$ cat config.mk
export PLATFORM = sky130hd
export DESIGN_NAME = es_ports
export DESIGN_NICKNAME = d
export VERILOG_FILES = /design/src/rtl/es_ports.sv
export SDC_FILE = /design/constraint.sdc
export NUM_CORES = 1
export LEC_CHECK = 0
export BUFFER_PORTS_ARGS = -buffer_cell sky130_fd_sc_hd__clkbuf_2
export CAP_MARGIN = 30
export CELL_PAD_IN_SITES_DETAIL_PLACEMENT = 1
export CELL_PAD_IN_SITES_GLOBAL_PLACEMENT = 1
export CORE_MARGIN = 2
export CORE_UTILIZATION = 43
export DETAILED_ROUTE_END_ITERATION = 12
export PLACE_DENSITY_LB_ADDON = 0.15
export SLEW_MARGIN = 20
export SYNTH_ARGS = -nofsm -noshare
export SYNTH_HDL_FRONTEND = slang
export SYNTH_SLANG_ARGS = --single-unit
$ cat constraint.sdc
create_clock -name clk -period 7.4 [get_ports clk]
set_input_delay 1.48 -clock clk [delete_from_list [all_inputs] [get_ports clk]]
set_output_delay 1.48 -clock clk [all_outputs]
set_load 0.05 [all_outputs]
$ cat src/rtl/es_ports.sv
// es_ports: port-side I/O controller, four output ports and four input ports.
// Output ports: one holding register per port, drained by a valid/ready handshake,
// with a sticky overrun flag.
// Input ports: four-phase valid/ack handshake, one holding register per port,
// read by the core through data_in/id_in.
// Build option: define ES_SYNC_EN to pass each in_valid through a SYNC_STAGES-deep
// flop chain. Use it when the producer is asynchronous to clk. Without it,
// in_valid drives the input FSM directly.
module es_ports #(
  parameter int WIDTH       = 8,
  parameter int SYNC_STAGES = 2
) (
  input  logic               clk,
  input  logic               reset,
  input  logic               we_out,
  input  logic               s_out_src,
  input  logic [1:0]         id_out,
  input  logic [WIDTH-1:0]   data_reg,
  input  logic [WIDTH-1:0]   data_mem,
  input  logic               re_in,
  input  logic [1:0]         id_in,
  output logic [WIDTH-1:0]   data_in,
  output logic [3:0]         in_pending,
  output logic [4*WIDTH-1:0] out_data,
  output logic [3:0]         out_valid,
  input  logic [3:0]         out_ready,
  output logic [3:0]         out_ovr,
  input  logic [4*WIDTH-1:0] in_bus,
  input  logic [3:0]         in_valid,
  output logic [3:0]         in_ack
);

  typedef enum logic {ST_IDLE, ST_ACK} in_state_t;

  // The synchroniser depth is only meaningful as 2 or 3 flops.
  if (SYNC_STAGES < 2 || SYNC_STAGES > 3) begin : g_bad_sync
    $error("es_ports: SYNC_STAGES must be 2 or 3");
  end

  logic [WIDTH-1:0] w_wdata;
  logic [WIDTH-1:0] w_in_data [4];

  assign w_wdata = s_out_src ? data_mem : data_reg;
  assign data_in = w_in_data[id_in];

  for (genvar gi = 0; gi < 4; gi++) begin : g_port
    // ---------------- output side ----------------
    logic             w_wr;
    logic             w_xfer;
    logic [WIDTH-1:0] r_out_data;
    logic             r_out_valid;
    logic             r_out_ovr;

    assign w_wr   = we_out && (id_out == 2'(gi));
    assign w_xfer = r_out_valid && out_ready[gi];

    // Load on write. Otherwise drain on transfer. A write to a full port that is
    // not transferring in the same edge marks an overrun.
    always_ff @(posedge clk or posedge reset) begin
      if (reset) begin
        r_out_data  <= '0;
        r_out_valid <= 1'b0;
        r_out_ovr   <= 1'b0;
      end else begin
        if (w_wr) begin
          r_out_data  <= w_wdata;
          r_out_valid <= 1'b1;
          if (r_out_valid && !w_xfer) r_out_ovr <= 1'b1;
        end else if (w_xfer) begin
          r_out_valid <= 1'b0;
        end
      end
    end

    assign out_data[gi*WIDTH +: WIDTH] = r_out_data;
    assign out_valid[gi]               = r_out_valid;
    assign out_ovr[gi]                 = r_out_ovr;

    // ---------------- input side ----------------
    logic             w_vs;
    logic             w_rd;
    logic             w_capture;
    in_state_t        r_state;
    in_state_t        w_state_next;
    logic             r_pending;
    logic [WIDTH-1:0] r_in_data;

`ifdef ES_SYNC_EN
    logic [SYNC_STAGES-1:0] r_sync;

    // Bring the asynchronous request into the clk domain.
    always_ff @(posedge clk or posedge reset) begin
      if (reset) r_sync <= '0;
      else       r_sync <= {r_sync[SYNC_STAGES-2:0], in_valid[gi]};
    end

    assign w_vs = r_sync[SYNC_STAGES-1];
`else
    assign w_vs = in_valid[gi];
`endif

    assign w_rd = re_in && (id_in == 2'(gi));

    // Handshake state register. The state itself is the registered ack.
    always_ff @(posedge clk or posedge reset) begin
      if (reset) r_state <= ST_IDLE;
      else       r_state <= w_state_next;
    end

    // Next state. A capture is held off while the previous word is still unread.
    always_comb begin
      w_state_next = r_state;
      w_capture    = 1'b0;
      case (r_state)
        ST_IDLE: if (w_vs && !r_pending) begin
          w_capture    = 1'b1;
          w_state_next = ST_ACK;
        end
        ST_ACK:  if (!w_vs) w_state_next = ST_IDLE;
        default: w_state_next = ST_IDLE;
      endcase
    end

    // Capture sets pending and a core read clears it. Capture needs pending=0,
    // so the two never collide on a word that is still unread.
    always_ff @(posedge clk or posedge reset) begin
      if (reset) begin
        r_pending <= 1'b0;
        r_in_data <= '0;
      end else if (w_capture) begin
        r_pending <= 1'b1;
        r_in_data <= in_bus[gi*WIDTH +: WIDTH];
      end else if (w_rd) begin
        r_pending <= 1'b0;
      end
    end

    assign in_ack[gi]     = (r_state == ST_ACK);
    assign in_pending[gi] = r_pending;
    assign w_in_data[gi]  = r_in_data;
  end

endmodule

==> impl_metrics.py <==
metrics = {
    "setup_path": {
        "crit_fanout": 12,
        "critical_path_class": "primary input to primary output",
        "crit_top_cell": "clkbuf_2",
        "crit_slowest_cell": "mux4_1",
        "end_kind": "primary output",
        "worstPathRequired_ps": 5920,
        "startpoint_type": "primary input",
        "arrival_ps": 2660,
        "worstPathCellList": "clkbuf_2 > mux4_1 > clkbuf_2",
        "r2r_cells": 2,
        "cpPeakStageDelay_ps": 600,
    },
    "drt": {
        "wire_per_inst_um": 17.5,
        "drtAntennaViolNets": 0,
        "initialDrtViolationCount": 35,
        "vias_per_cell": 5.05,
        "wirelength_um": 7610,
        "vias": 2201,
        "drtPass1Iterations": 4,
        "drc_errors": 0,
    },
    "power": {
        "seqPwrFrac_pct": 38.9,
        "power_frac_comb_pct": 39.2,
        "cellLeakagePower_nw": 2.09,
        "p_clk_share_pct": 21.9,
        "switchingPower_mw": 0.686,
        "switching_share_pct": 39.1,
        "p_int_mw": 1.07,
        "ir_worst_vdd_mv": 0.214,
        "power_mw": 1.76,
        "power.density_nw_per_um2": 408,
    },
    "cells_and_area": {
        "syn_to_final_growth_pct": 24.1,
        "drive_gt1_share_pct": 66.5,
        "n_antenna_cell": 0,
        "fill_cells": 807,
        "layout.nets": 396,
        "fin_area_um2": 4300,
        "final_core_util_pct": 55.4,
    },
    "timing": {
        "worst_pin_slew_ps": 842,
        "worst_slack_ps": 3260,
        "tns_ps": 0,
        "grt_setup_unrepaired": "false",
        "finalWorstPathRequiredPeriod_ps": 4140,
        "setup_viol_count_final": 0,
        "post-route-period-util_pct": 56.0,
        "slew_viol_final": 0,
        "relSlewSlack_pct": 43.6,
        "fmax_mhz": 242,
        "final-hold-violation-count": 0,
        "clock_skew_ps": 5.66,
    },
    "place": {
        "dpl_worst_slack_ps": 3260,
        "dpl_cell_area_um2": 4060,
        "gp_routability_congestion": 0.688,
        "io_buffers": 120,
        "hpwl_um": 5660,
    },
    "outcome": {
        "status": "finished clean",
    },
    "cts": {
        "h-tree-depth": 3,
        "clk_pin_slew_ps": 80,
        "cts_tree": "done",
        "root_buffer": "clkbuf_8",
        "cts_made_buffers": 9,
        "clk_latency_ps": 330,
        "cts_setup_buffers": 0,
        "clock-sinks": 80,
        "clk_path_buf_depth": 2,
        "cts.repair.resized": 0,
        "hold_buffers": 0,
    },
    "global_route": {
        "overflow": 0,
        "antenna_found_initial": 0,
        "grt_pass1_vias": 2369,
        "grt_pass1_wl_um": 12200,
        "grt_max_degree": 42,
        "grt.total_usage_pct": 18.3,
    },
    "floorplanning": {
        "row_count": 32,
        "pin_count": 121,
        "die_w_um": 93.8,
        "start_util_pct": 44.6,
        "core_um2": 7770,
        "dieArea_um2": 8800,
        "die_y_um": 93.8,
    },
    "run": {
        "cap_violations": 0,
    },
    "logic_synthesis": {
        "syn-num-nets": 286,
        "syn_area_per_cell_um2": 15.7,
        "yosysTopAreaCell": "dfrtp_1",
        "synthesis.area_um2": 3470,
        "yosysSeqAreaShare_pct": 57.7,
        "synth.top_cell.area_share_pct": 57.7,
        "syn-instance-count": 221,
        "synth_seq_cells": 80,
        "yosys_warnings": 0,
        "yosysUniqueCellTypes": 21,
        "yosys-top-cells-area": "dfrtp_1 (58%), mux2_2 (23%), buf_4 (3.9%)",
    },
    "min_path": {
        "hold_class": "register to register",
        "hold_depth": 1,
    },
}
cell families (layout without fill, tap and decap cells):
group	after synthesis	count (layout)	share of synthesized area, %
AOI/OAI and AO/OA	15	15	3.36
buffers and inverters	31	144	5.67
DFF	80	80	57.7
muxes	80	80	28.9
and+or+nand+nor	15	15	4.33
synth_stat cells, drive strengths merged:
cell / number
and3b: 2
mux4: 8
nor3b: 5
nand2: 1
o21bai: 1
mux2: 72
nand3b: 2
nand2b: 1
or3b: 1
buf: 23
nand3: 2
a31o: 3
dfrtp: 80
and3: 1
a21o: 7
inv: 8
a21boi: 4
metrics by stage:
step,instances,hold WS [ps]
2_1_floorplan,221,443
3_3_place_gp,421,449
3_5_place_dp,422,462
4_1_cts,436,480
5_1_grt,436,489
6_report,436,473
sequential cells by signal, summed over array words and instances (netlist names):
name and count:
g_port.r_pending 4, g_port.r_out_ovr 4, g_port.r_out_valid 4, g_port.r_out_data 32, g_port.r_state 4, g_port.r_in_data 32
worst paths after layout:
kind                                      from                 endpoint  slack [ps]
setup reg to reg           g_port[0].r_pending   g_port[0].r_in_data[1]        5870
hold reg to reg            g_port[1].r_out_ovr      g_port[1].r_out_ovr         470
setup / recovery                      id_in[0]               data_in[1]        3260
max in group asynchronous                reset   g_port[0].r_in_data[5]        5550
min in group asynchronous                reset  g_port[3].r_out_data[3]        1250
hold / removal             g_port[1].r_out_ovr      g_port[1].r_out_ovr         470
cell type report:
type | instances | area (um2) | share of cell area, %
clock buffers | 11 | 151 | 3.52
clock inverters | 3 | 90.1 | 2.09
inverters | 8 | 31.3 | 0.727
multi-input cells | 110 | 1270 | 29.6
flip-flops and latches | 80 | 2000 | 46.5
well taps | 102 | 128 | 2.97
repair buffers | 122 | 628 | 14.6
power by group through the flow:
| stage | logic (mW) | registers (mW) | clock network (mW) |
|---|---|---|---|
| final | 0.688 | 0.682 | 0.385 |
| after global routing | 0.726 | 0.706 | 0.417 |
| after CTS | 0.698 | 0.685 | 0.396 |
| after detailed placement | 0.696 | 0.693 | 0 |
| after global placement | 0.680 | 0.685 | 0 |
| after floorplan | 0.452 | 0.797 | 0 |
placed cells by master, fill, tap and decap left out, drive strengths merged, types with 3 or more instances in the layout:
cell type,n
dfrtp,80
bufinv,3
mux4,8
a21o,7
a21boi,4
mux2,72
inv,7
a31o,3
clkbuf,131
nor3b,5
per-layer routing:
| layer | global-route usage [%] | up-vias | part of all wire [%] |
|---|---|---|---|
| met5 | 0 | - | 0 |
| met4 | 5.68 | 0 | 1.2 |
| met3 | 3.93 | 10 | 5.3 |
| met2 | 29.6 | 72 | 49 |
| met1 | 24.8 | 1121 | 45 |
| li1 | - | 998 | - |
critical path: cells and delay by family:
family / cells / cell delay (ps)
buffers and inverters: 2 / 570
multiplexers: 1 / 600
No activity file was read; power rests on OpenSTA's default activity.
